<file path="src/rtl/game_round_controller.sv">
// Round sequencer in front of the game counter: loads the seed, forwards mode
// requests over valid/ready, tallies finished rounds and halts on game over.
module game_round_controller #(
  parameter int COUNTER_WIDTH = 3,
  parameter int ROUND_LIMIT   = 15,
  parameter int ROUND_WIDTH   = 5
) (
  input  logic                     clk,
  input  logic                     rst,
  input  logic                     start,
  input  logic [COUNTER_WIDTH-1:0] seed,
  input  logic [1:0]               mode_req,
  input  logic                     mode_valid,
  output logic                     mode_ready,
  output logic [1:0]               control,
  output logic [COUNTER_WIDTH-1:0] initialValue,
  output logic                     INIT,
  input  logic                     WINNER,
  input  logic                     LOSSER,
  input  logic                     GAMEOVER,
  input  logic [1:0]               WHO,
  output logic                     round_done,
  output logic [1:0]               last_who,
  output logic                     last_win,
  output logic [ROUND_WIDTH-1:0]   rounds,
  output logic                     busy,
  output logic                     game_over
);

  typedef enum logic [2:0] {
    S_IDLE,
    S_LOAD,
    S_ARM,
    S_RUN,
    S_HALT
  } state_t;

  localparam logic [ROUND_WIDTH-1:0] ROUND_LIMIT_W = ROUND_WIDTH'(ROUND_LIMIT);
  localparam logic [ROUND_WIDTH-1:0] ROUND_MAX     = '1;

  state_t                     r_state;
  state_t                     w_next_state;

  logic [COUNTER_WIDTH-1:0]   r_seed;
  logic [1:0]                 r_control;
  logic [COUNTER_WIDTH-1:0]   r_init_value;
  logic                       r_init;
  logic                       r_round_done;
  logic [1:0]                 r_last_who;
  logic                       r_last_win;
  logic [ROUND_WIDTH-1:0]     r_rounds;
  logic                       r_busy;
  logic                       r_game_over;

  logic                       w_start_game;
  logic                       w_round_end;
  logic                       w_game_end;
  logic                       w_mode_ready;
  logic                       w_accept;
  logic [ROUND_WIDTH-1:0]     w_rounds_inc;
  logic                       w_limit_hit;
  logic                       w_next_busy;

  // Counter status only matters while a round is actually running.
  assign w_start_game = ((r_state == S_IDLE) || (r_state == S_HALT)) && start;
  assign w_round_end  = (r_state == S_RUN) && (WINNER || LOSSER);
  assign w_game_end   = (r_state == S_RUN) && GAMEOVER;
  assign w_mode_ready = (r_state == S_RUN) && !WINNER && !LOSSER && !GAMEOVER;
  assign w_accept     = mode_valid && w_mode_ready;

  assign w_rounds_inc = (r_rounds == ROUND_MAX) ? r_rounds : r_rounds + ROUND_WIDTH'(1);
  assign w_limit_hit  = (w_rounds_inc == ROUND_LIMIT_W);

  // NOTE: every signal written here gets a default first, so no path can leave
  // it unassigned and infer a latch.
  always_comb begin
    w_next_state = r_state;
    case (r_state)
      S_IDLE: if (w_start_game) w_next_state = S_LOAD;
      S_LOAD: w_next_state = S_ARM;
      S_ARM:  w_next_state = S_RUN;
      S_RUN: begin
        if (w_round_end) begin
          w_next_state = (GAMEOVER || w_limit_hit) ? S_HALT : S_LOAD;
        end else if (w_game_end) begin
          w_next_state = S_HALT;
        end
      end
      S_HALT: if (w_start_game) w_next_state = S_LOAD;
      default: w_next_state = S_IDLE;
    endcase
  end

  assign w_next_busy = (w_next_state == S_LOAD) || (w_next_state == S_ARM) ||
                       (w_next_state == S_RUN);

  // NOTE: sequential state uses non-blocking assignments so every register
  // samples the pre-edge values, independent of statement order.
  always_ff @(posedge clk or negedge rst) begin
    if (!rst) begin
      r_state <= S_IDLE;
    end else begin
      r_state <= w_next_state;
    end
  end

  // Outputs are registered from the next state so they line up with the state
  // they describe (INIT high exactly while in LOAD, game_over while in HALT).
  always_ff @(posedge clk or negedge rst) begin
    if (!rst) begin
      r_seed       <= '0;
      r_control    <= 2'b00;
      r_init_value <= '0;
      r_init       <= 1'b0;
      r_round_done <= 1'b0;
      r_last_who   <= 2'b00;
      r_last_win   <= 1'b0;
      r_rounds     <= '0;
      r_busy       <= 1'b0;
      r_game_over  <= 1'b0;
    end else begin
      r_init       <= (w_next_state == S_LOAD);
      r_busy       <= w_next_busy;
      r_game_over  <= (w_next_state == S_HALT);
      r_round_done <= w_round_end;

      if (w_start_game) begin
        r_seed       <= seed;
        r_init_value <= seed;
      end else if (w_next_state == S_LOAD) begin
        r_init_value <= r_seed;
      end

      if (w_next_state == S_LOAD) begin
        r_control <= 2'b00;
      end else if (w_accept) begin
        r_control <= mode_req;
      end

      if (w_start_game) begin
        r_rounds <= '0;
      end else if (w_round_end) begin
        r_rounds <= w_rounds_inc;
      end

      // A simultaneous win and loss is scored as a win.
      if (w_round_end) begin
        r_last_who <= WHO;
        r_last_win <= WINNER;
      end
    end
  end

  assign mode_ready   = w_mode_ready;
  assign control      = r_control;
  assign initialValue = r_init_value;
  assign INIT         = r_init;
  assign round_done   = r_round_done;
  assign last_who     = r_last_who;
  assign last_win     = r_last_win;
  assign rounds       = r_rounds;
  assign busy         = r_busy;
  assign game_over    = r_game_over;

endmodule
</file>
<file path="config.mk">
export PLATFORM = sky130hd
export DESIGN_NAME = game_round_controller
export DESIGN_NICKNAME = d
export VERILOG_FILES = /design/src/rtl/game_round_controller.sv
export SDC_FILE = /design/constraint.sdc
export NUM_CORES = 1
export LEC_CHECK = 0
export ABC_CLOCK_PERIOD_IN_PS = 2300
export CORE_MARGIN = 2
export CORE_UTILIZATION = 45
export CTS_CLUSTER_DIAMETER = 30
export CTS_CLUSTER_SIZE = 24
export DETAILED_ROUTE_END_ITERATION = 8
export PLACE_DENSITY_LB_ADDON = 0.15
export SLEW_MARGIN = 20
export SYNTH_ARGS = -nofsm -noshare
export SYNTH_HDL_FRONTEND = slang
export SYNTH_SLANG_ARGS = --single-unit
export TNS_END_PERCENT = 5
</file>
<file path="constraint.sdc">
create_clock -name clk -period 2.3 [get_ports clk]
set_input_delay 0.575 -clock clk [delete_from_list [all_inputs] [get_ports clk]]
set_output_delay 0.575 -clock clk [all_outputs]
set_load 0.03 [all_outputs]
</file>
==> summary.md, run 1 <==
| Metric | Value |
|---|---|
| Status | finished clean |
| Post-route cell area | roughly 1500 µm² |
| Fin worst setup slack | around 0.09 ns |
| Synth top cells by count | dfrtp_1 (23), mux2_2 (8), nor2_1 (7) |
| Non-Filler Instances | around 150 |
| WHS | approximately 0.51 ns |
| Kind of critical path | input pin to primary output |
| VDD IR-drop max | between 0.7 and 0.8 mV |
| Max-slew violations | 0 |
| Antenna violations before repair | 0 |
| Gr usage total | 0.175 |
| Pwr Density | 1290 nW/µm² |
| Tmin final | roughly 2.2 ns |
| Vias in the first global route | ~800 |
| CP arrival | around 1.6 ns |
| Final Setup Violations | 0 |
| Max_cap viols | 0 |
| Prevailing post-synth register cell | dfrtp_1 |
| Worst Hold Depth | 1 |
| Top-count cell post-synth | dfrtp_1 |
| Routability Congestion | 0.828 |
| # rows | 17 |
| CORE AREA | 2210 µm² |
| Sequential-to-total area share from yosys stat | 0.548 |
| Area after detailed placement | approximately 1400 µm² |
| TritonCTS clock tree | done |
| Syn-to-layout area delta | 38.7% |
| Fin crit share | 0.962 |
| Count of input and output buffers | 31 |
| Count of final hold-check violations | 0 |
| Clock Skews | 0.00399 ns |
| # H-tree levels | 1 |
| Routed len/inst | ~14 µm |
| DRC | 0 |
| Synth top area share | 0.548 |
| Vias | 806 |
| Syn avg cell area | ~12 µm² |
| CTS buffer count | 3 |
| Rel. slew slack | 0.683 |
| Peak Freq | about 450 MHz |
| Flops & latches, synth | 23 |
| Placed insts | ~150 |
| Worst Setup End Kind | primary output |
| Die ar. | approximately 2700 µm² |
| Skew-Pair Late Insertion Delay | ~0.30 ns |
| Horiz. Die Dim | 52.3 µm |
| Pre-antenna DRT Iters | 4 |
| Place WS | -0.0242 ns |
| Fin nets | 140 |
| Synthesized netlist cell count | 85 |
| Hold Crit Class | flop to flop |
| Critical path data required time | roughly 1.7 ns |
| FFs w/ async S/R, synth | 1.00 |
| # diodes | 0 |
| DR iter-0 viols | 5 |
| RSZ-0062 raised after global routing | false |
| Pin count of the biggest net entering global routing | 24 |
| I/O Pins | 32 |
| Critical Path Fanout Max | 4 |
| Static leakage | around 0.62 nW |
| Clock sink total | 23 |
| Antenna-violating nets left | 0 |
| Post-DP HPWL | ~1600 µm |
| Cell Area, Synth | around 1100 µm² |
| Synth Net Count | 100 |
| EDFF count, synth | 0 |
| Distinct cells, synth | 33 |
| Share of layout cells above drive strength 1 | 0.242 |
| Clk root buf | clkbuf_4 |
| Main area contributors after synthesis | dfrtp_1 (55%), mux2_2 (8.6%), a311oi_4 (2.5%) |
| First-pass GRT wire length | between 3000 and 4000 µm |
| Gr ovfl total | 0 |
| Max Root-Sink Buffers | 2 |
| Synthesis Warnings | 0 |
| Startpoint types | input pin |
| Clk slew on worst S/H paths | around 0.12 ns |
| Slew of the pin with the lowest slew margin | about 0.47 ns |
| Starting Density | 0.475 |
| Area leader, netlist | dfrtp_1 |
| Routed WL | 2110 µm |
| Die height | 52.3 µm |
| Avg Vias per Cell | 5.30 |
| Worst r2r path cells | 5 |
## logic make-up (layout without fill, tap and decap cells)
group                      after synthesis  in the layout  share of synthesized area
DFF                                     23             23                      0.548
and+or+nand+nor                         32             32                      0.190
buffers and inverters                    4             43                     0.0262
xor gates and xnor gates                 2              2                     0.0167
AOI/OAI and AO/OA                       13             13                      0.102
adders and majority gates                1              1                     0.0119
muxes                                   10             10                      0.105
## layout by cell type, fill, tap and decap left out, types with 2 or more instances in the layout
| cell type | n |
|---|---|
| a21oi_1 | 3 |
| buf_4 | 8 |
| clkbuf_4 | 3 |
| clkdlybuf4s50_1 | 30 |
| dfrtp_1 | 23 |
| mux2_2 | 8 |
| mux2i_1 | 2 |
| nand2_1 | 6 |
| nand3_1 | 3 |
| nand3b_1 | 2 |
| nand4_1 | 2 |
| nor2_1 | 7 |
| nor3_1 | 2 |
| o21ai_0 | 3 |
## critical path, cell delays in order
cell and delay [ns]:
clkdlybuf4s50_1 0.47, or2_4 0.30, nor3_2 0.11, buf_4 0.18
## path summary, 6_finish.rpt
path	from	to	slack, ns
setup / recovery	LOSSER	mode_ready	0.09
hold / removal	r_seed[2]	r_seed[2]	0.51
setup reg to reg	rounds[0]	initialValue[1]	0.42
hold reg to reg	r_seed[2]	r_seed[2]	0.51
max in group asynchronous	rst	last_who[1]	1.47
min in group asynchronous	rst	round_done	0.61
## metrics by stage
| step | total power [mW] | utilization | setup TNS, ns |
|---|---|---|---|
| 2_1_floorplan | 1.35 | - | 0 |
| 3_3_place_gp | 1.68 | 0.643 | 0 |
| 3_5_place_dp | 1.70 | 0.643 | -0.0242 |
| 4_1_cts | 1.89 | 0.657 | 0 |
| 5_1_grt | 2.00 | 0.659 | 0 |
| 6_report | 1.87 | 0.659 | 0 |
## report_power, final
part / internal [mW] / leakage, nW / switching [mW] / total, mW
clock: 0.0649 / 0.0177 / 0.118 / 0.182
sequential: 0.565 / 0.289 / 0.139 / 0.704
combinational: 0.470 / 0.313 / 0.519 / 0.988
total: 1.10 / 0.620 / 0.776 / 1.87
## sequential cells by signal, indices dropped and copies added, names as in the netlist, 2 cells and up
name and flops:
r_state 3, rounds 5, r_seed 3, initialValue 3, control 2, last_who 2
## metal layers
metal	global-route usage	up-vias	share of wire
li1	-	389	-
met1	0.221	394	0.45
met2	0.292	21	0.49
met3	0.0314	2	0.050
met4	0.0769	0	0.0066
met5	0	-	0
## layout make-up
class                   count  area (µm²)
flip-flops and latches     23         576
multi-input cells          58         455
fillers                   185         754
repair buffers             38         360
well taps                  28        35.0
clock buffers               3        22.5
inverters                   1        3.75
clock inverters             1        5.00
## what timing repair did
action,4_1_cts,5_1_grt
hold buffers,0,0
gates resized for setup,1,1
setup endpoints to repair,1,1
pin swaps,0,0
setup buffers,0,0
endpoints found under the hold margin,0,0
cloned,0,0
No activity file was read; power rests on OpenSTA's default activity.
==> run 2: changes to the inputs <==
--- a/config.mk
+++ b/config.mk
@@ -5,9 +5,10 @@
 export SDC_FILE = /design/constraint.sdc
 export NUM_CORES = 1
 export LEC_CHECK = 0
+export ABC_AREA = 1
 export ABC_CLOCK_PERIOD_IN_PS = 2300
 export CORE_MARGIN = 2
-export CORE_UTILIZATION = 45
+export CORE_UTILIZATION = 46
 export CTS_CLUSTER_DIAMETER = 30
 export CTS_CLUSTER_SIZE = 24
 export DETAILED_ROUTE_END_ITERATION = 8
==> summary.md, run 2 <==
| Metric | Value |
|---|---|
| Synthesized netlist cell count | 118 (+39%) |
| Gr usage total | 0.186 (+0.0107) |
| Antenna violations before repair | 0 (unchanged) |
| I/O Pins | 32 (unchanged) |
| Max reg flops | 5 (unchanged) |
| First-pass GRT wire length | 3770 µm (+6.6%) |
| Synth Area in Compound Gates | 0.0457 (-0.0567) |
| VDD IR-drop max | 0.845 mV (+7.3%) |
| DRC | 0 (unchanged) |
| Status | finished clean |
| Routed len/inst | 12.0 µm (-13%) |
| Routability Congestion | 0.737 (-11%) |
| Critical Path Fanout Max | 3 (-1) |
| Pwr Density | 1280 nW/µm² (-0.15%) |
| Tmin final | 2.16 ns (-0.0490 ns) |
| # rows | 17 (unchanged) |
| Static leakage | 0.693 nW (+12%) |
| Slew of the pin with the lowest slew margin | 0.325 ns (-0.146 ns) |
| Die ar. | 2790 µm² (+1.9%) |
| Horiz. Die Dim | 52.8 µm (+0.94%) |
| Distinct cells, synth | 27 (-18%) |
| Kind of critical path | input pin to primary output |
| Count of final hold-check violations | 0 (unchanged) |
| Cell Area, Synth | 1100 µm² (+4.3%) |
| Count of input and output buffers | 31 (unchanged) |
| Final Setup Violations | 0 (unchanged) |
| Worst Setup End Kind | primary output |
| Clock sink total | 23 (unchanged) |
| # H-tree levels | 1 (unchanged) |
| Synth top area share | 0.525 (-0.0225) |
| # diodes | 0 (unchanged) |
| Power share of the clock group | 0.100 (+0.003) |
| Largest family of logic cells by synthesized area | simple AND/OR/NAND/NOR gates |
| Post-synthesis simple-gate area fraction | 0.334 (+0.144) |
| Die height | 52.8 µm (+0.94%) |
| Share of layout cells above drive strength 1 | 0.182 (-0.0601) |
| Hold buffers post-CTS | 0 (unchanged) |
| Int Power | 1.02 mW (-7.2%) |
| Clock Skews | 0.00493 ns (+0.000940 ns) |
| Rel. slew slack | 0.782 (+0.0991) |
| Max-slew violations | 0 (unchanged) |
| Critical path data required time | 1.73 ns (about the same) |
| Sw Share | 0.461 (+0.0474) |
| Startpoint types | input pin |
| Antenna-violating nets left | 0 (unchanged) |
| FFs w/ async S/R, synth | 1.00 (unchanged) |
| Main area contributors after synthesis | dfrtp_1 (53%), nand2_1 (12%), nand3_1 (3.7%) |
| Max Root-Sink Buffers | 2 (unchanged) |
| Commonest non-fill, non-tap cells in the layout | nand2_1 (36), clkdlybuf4s50_1 (30), dfrtp_1 (23), inv_1 (9), nand3_1 (8) |
| Max_cap viols | 0 (unchanged) |
| Post-DP HPWL | 1640 µm (+4.9%) |
| Synthesis Warnings | 0 (unchanged) |
| Hold Crit Class | flop to flop |
| Synth top cells by count | nand2_1 (36), dfrtp_1 (23), inv_1 (9) |
| Post-synthesis mux area share | 0.0205 (-0.0842) |
| Synth Area in XOR/XNOR | 0.00799 (-0.00868) |
| Prevailing post-synth register cell | dfrtp_1 |
| Fin crit share | 0.940 (-0.0213) |
| RSZ-0062 raised after global routing | false |
| Syn-to-layout area delta | 34.5% |
| Sequential-to-total area share from yosys stat | 0.525 (-0.0225) |
| Final setup TNS | 0 ns (unchanged) |
| DR iter-0 viols | 10 (+5) |
| Pre-antenna DRT Iters | 4 (unchanged) |
| CP arrival | 1.59 ns (-0.05 ns) |
| Peak Freq | 462 MHz (+2.3%) |
| TritonCTS clock tree | done |
| Adder-cell area share of the yosys netlist | 0.0114 (-0.000489) |
| Post-CTS Resized | 0 (-1) |
| Tot Pwr | 1.89 mW (+0.97%) |
| Vias | 883 (+9.6%) |
| Avg Vias per Cell | 4.85 (-8.5%) |
| EDFF count, synth | 0 (unchanged) |
| Switch Pwr | 873 µW (+13%) |
| Vias in the first global route | 912 (+15%) |
| Pin count of the biggest net entering global routing | 24 (unchanged) |
| Starting Density | 0.491 (+0.0156) |
| Setup bufs post-CTS | 0 (unchanged) |
| Top-count cell post-synth | nand2_1 |
| Synth Net Count | 133 (+33%) |
| Flops & latches, synth | 23 (unchanged) |
| Gate power share | 0.548 (+0.021) |
| Clk root buf | clkbuf_4 |
| Routed WL | 2190 µm (+3.9%) |
| Syn avg cell area | 9.29 µm² (-25%) |
| CORE AREA | 2230 µm² (+0.96%) |
| Fin nets | 170 (+21%) |
| Leading cell type in the layout, fill and taps excluded | nand2_1 |
| Gr ovfl total | 0 (unchanged) |
| Area leader, netlist | dfrtp_1 |
| Clk slew on worst S/H paths | 0.13 ns (about the same) |
| Post-Route Utilization | 0.660 (+0.00101) |
| CTS buffer count | 3 (unchanged) |
| Skew-Pair Late Insertion Delay | 0.32 ns (+0.02 ns) |
| Flop pwr share | 0.352 (-0.024) |
==> run 2: power by group through the flow <==
stage	clock (mW)	sequential, mW	combinational, mW
floorplan	0	0.870	0.504
global placement	0	0.669	1.04
detailed placement	0	0.677	1.05
CTS	0.195	0.667	1.05
global route	0.211	0.687	1.15
finish	0.189	0.667	1.04
==> run 2: critical path, stage by stage <==
cell and delay (ns):
clkdlybuf4s50_1 0.47, nor2_4 0.15, nand2_1 0.12, nor2_1 0.12, buf_4 0.16
==> run 2: final timing paths <==
| kind | startpoint | to | slack [ns] | cells past startpoint |
|---|---|---|---|---|
| min in group asynchronous | rst | last_win | 0.59 | 2 |
| setup / recovery | WINNER | mode_ready | 0.14 | 5 |
| max in group asynchronous | rst | r_seed[0] | 1.48 | 2 |
| hold / removal | last_who[1] | last_who[1] | 0.49 | 2 |
| setup reg to reg | rounds[0] | initialValue[2] | 0.63 | 11 |
| hold reg to reg | last_who[1] | last_who[1] | 0.49 | 2 |
==> run 2: cell families after synthesis <==
family | after synthesis
XOR/XNOR | 1
buffers and inverters | 14
AO/OA/AOI/OAI | 8
adder cells (fa/ha/maj) | 1
flip-flops | 23
AND/OR/NAND/NOR | 69
multiplexers | 2
==> run 2: final cells by class <==
cell class                      instances  area (µm²)
Clock buffer                            3        22.5
Sequential cell                        23         576
Timing Repair Buffer                   32         315
Fill cell                             206         759
Multi-Input combinational cell         81         460
Clock inverter                          1        5.00
Tap cell                               28        35.0
Inverter                               14        60.1
==> run 2: per-layer routing <==
| layer | share of wire | global-route usage | up-vias | routed length (µm) |
|---|---|---|---|---|
| li1 | - | - | 455 | - |
| met1 | 0.48 | 0.254 | 400 | 1060 |
| met2 | 0.45 | 0.292 | 24 | 990 |
| met3 | 0.047 | 0.0229 | 4 | 102 |
| met4 | 0.016 | 0.0897 | 0 | 36 |
| met5 | 0 | 0 | - | 0 |
==> run 2: stage by stage <==
step           instances  setup slack [ns]  area [µm²]  hold WS, ns
2_1_floorplan        118             0.493        1100        0.279
3_3_place_gp         178             0.165        1450        0.457
3_5_place_dp         178             0.139        1450        0.460
4_1_cts              182             0.129        1470        0.489
5_1_grt              182            0.0804        1470        0.511
6_report             182             0.137        1470        0.487
==> run 3: changes to the inputs <==
--- a/config.mk
+++ b/config.mk
@@ -5,14 +5,13 @@
 export SDC_FILE = /design/constraint.sdc
 export NUM_CORES = 1
 export LEC_CHECK = 0
-export ABC_AREA = 1
 export ABC_CLOCK_PERIOD_IN_PS = 2300
 export CORE_MARGIN = 2
-export CORE_UTILIZATION = 46
+export CORE_UTILIZATION = 45
 export CTS_CLUSTER_DIAMETER = 30
 export CTS_CLUSTER_SIZE = 24
 export DETAILED_ROUTE_END_ITERATION = 8
-export PLACE_DENSITY_LB_ADDON = 0.15
+export PLACE_DENSITY = 0.77
 export SLEW_MARGIN = 20
 export SYNTH_ARGS = -nofsm -noshare
 export SYNTH_HDL_FRONTEND = slang
==> summary.md, run 3 (same netlist as run 1, synthesis figures left out) <==
| Metric | Value |
|---|---|
| Status | finished clean |
| Max reg flops | 5 (unchanged) |
| DRC | 0 (unchanged) |
| Worst Setup End Kind | primary output |
| Count of input and output buffers | 31 (unchanged) |
| First-pass GRT wire length | 3530 µm (-6.6%) |
| Worst r2r path cells | 5 (-6) |
| Count of final hold-check violations | 0 (unchanged) |
| Syn-to-layout area delta | 38.7% |
| Post-DP HPWL | 1620 µm (-1.2%) |
| RR Startpoint | rounds[0] |
| Multi-input gate area | 455 µm² (-1.1%) |
| R2R Setup Slk | 0.34 ns (-0.29 ns) |
| Hold Crit Class | flop to flop |
| CORE AREA | 2210 µm² (-0.95%) |
| Routed WL | 2170 µm (-1.2%) |
| Hold Path Origin | r_seed[1] |
| # H-tree levels | 1 (unchanged) |
| VDD IR-drop max | 0.957 mV (+13%) |
| Die height | 52.3 µm (-0.93%) |
| End point of the worst hold path | r_seed[1] |
| Gate power share | 0.528 (-0.020) |
| Critical Path Fanout Max | 4 (+1) |
| Critical path data required time | 1.73 ns (about the same) |
| Gr usage total | 0.175 (-0.0106) |
| Avg Vias per Cell | 5.32 (+9.7%) |
| Final Setup Violations | 0 (unchanged) |
| Antenna violations before repair | 0 (unchanged) |
| Leading cell type in the layout, fill and taps excluded | clkdlybuf4s50_1 |
| Fin nets | 140 (-18%) |
| Gr ovfl total | 0 (unchanged) |
| Pre-antenna DRT Iters | 4 (unchanged) |
| CP arrival | 1.67 ns (+0.08 ns) |
| Kind of critical path | input pin to primary output |
| WHS | 0.509 ns (+0.0217 ns) |
| Power share of the clock group | 0.098 (-0.002) |
| Clock sink total | 23 (unchanged) |
| Max Root-Sink Buffers | 2 (unchanged) |
| Startpoint types | input pin |
| RSZ-0062 raised after global routing | false |
| Share of layout cells above drive strength 1 | 0.242 (+0.0601) |
| # rows | 17 (unchanged) |
| I/O Pins | 32 (unchanged) |
| Max_cap viols | 0 (unchanged) |
| Clk root buf | clkbuf_4 |
| Static leakage | 0.619 nW (-11%) |
| Fin crit share | 0.975 (+0.0347) |
| Starting Density | 0.475 (-0.0156) |
| Reg2reg end | initialValue[1] |
| Horiz. Die Dim | 52.3 µm (-0.93%) |
| # diodes | 0 (unchanged) |
| Antenna-violating nets left | 0 (unchanged) |
| Fill count | 189 (-8.3%) |
| Max-slew violations | 0 (unchanged) |
| Vias in the first global route | 792 (-13%) |
| CTS buffer count | 3 (unchanged) |
| Int Power | 1.10 mW (+8.0%) |
| Area occupied by registers | 576 µm² (unchanged) |
| Tmin final | 2.24 ns (+0.0798 ns) |
| Worst Hold Depth | 1 (-1) |
| DR iter-0 viols | 5 (-5) |
| Pin count of the biggest net entering global routing | 24 (unchanged) |
| Sw Share | 0.413 (-0.0479) |
| Slew of the pin with the lowest slew margin | 0.466 ns (+0.141 ns) |
| Switch Pwr | 775 µW (-11%) |
| Routability Congestion | 0.818 (+11%) |
| Clock Skews | 0.00583 ns (+0.000899 ns) |
| TritonCTS clock tree | done |
| Flop pwr share | 0.374 (+0.022) |
| Skew-Pair Late Insertion Delay | 0.30 ns (-0.02 ns) |
| Final setup TNS | 0 ns (unchanged) |
| Peak Freq | 446 MHz (-3.6%) |
| Commonest non-fill, non-tap cells in the layout | clkdlybuf4s50_1 (30), dfrtp_1 (23), mux2_2 (8), buf_4 (8), nor2_1 (7) |
| Die ar. | 2740 µm² (-1.8%) |
| Pwr Density | 1290 nW/µm² (+0.25%) |
| Rel. slew slack | 0.686 (-0.0960) |
| Vias | 809 (-8.4%) |
| Routed len/inst | 14.3 µm (+18%) |
| Clk slew on worst S/H paths | 0.13 ns (about the same) |
## run 3: cell count changes in the layout (fill, tap and decap cells not counted), sizes merged, moves of 3 or more
cell,delta
nand2,-35
buf,+6
nand3,-6
nor2,-3
inv,-13
mux2,+6
## run 3: area by class of cell
class | count | area share
Sequential cell | 23 | 0.395
Multi-Input combinational cell | 58 | 0.312
Timing Repair Buffer | 38 | 0.247
Tap cell | 28 | 0.0240
Clock buffer | 3 | 0.0155
Clock inverter | 1 | 0.00343
Inverter | 1 | 0.00258
## run 3: worst max-delay path, cell delays in order
cell             delay (ns)
clkdlybuf4s50_1        0.47
or2_4                  0.31
nor3_2                 0.12
buf_4                  0.19
## run 3: timing repair
item	4_1_cts	5_1_grt
endpoints found under the setup margin	1	0
hold buffers	0	0
gates resized for setup	2	0
buffers inserted	0	0
## run 3: worst max path at each step
stage	cells past startpoint	slack, ns	endpoint	from
finish	4	0.06	mode_ready	LOSSER
global route	4	0.02	mode_ready	LOSSER
CTS	4	0.06	mode_ready	LOSSER
detailed placement	4	-0.07	mode_ready	LOSSER
global placement	4	0.02	mode_ready	LOSSER
floorplan	2	0.15	mode_ready	LOSSER
## run 3: routing by layer
layer | vias up | share of wire | wire [µm] | global-route usage
li1 | 387 | - | - | -
met2 | 17 | 0.50 | 1090 | 0.292
met3 | 2 | 0.049 | 107 | 0.0400
met5 | - | 0 | 0 | 0
met4 | 0 | 0.0042 | 9 | 0.0641
met1 | 403 | 0.44 | 959 | 0.222
## run 3: metrics by stage
stage / instance area (µm²) / std cells / setup WS, ns / util / power, mW
floorplan: 1050 / 85 / 0.147 / - / 1.35
global placement: 1420 / 148 / 0.0164 / 0.643 / 1.68
detailed placement: 1420 / 148 / -0.0716 / 0.643 / 1.70
CTS: 1460 / 152 / 0.0646 / 0.659 / 1.89
global route: 1460 / 152 / 0.0234 / 0.659 / 1.99
finish: 1460 / 152 / 0.0573 / 0.659 / 1.88
## run 3: power by group through the flow
stage	combinational, mW	sequential (mW)	clock [mW]
floorplan	0.490	0.864	0
global placement	0.976	0.707	0
detailed placement	0.995	0.708	0
CTS	1.00	0.701	0.191
global route	1.06	0.726	0.208
finish	0.991	0.702	0.184
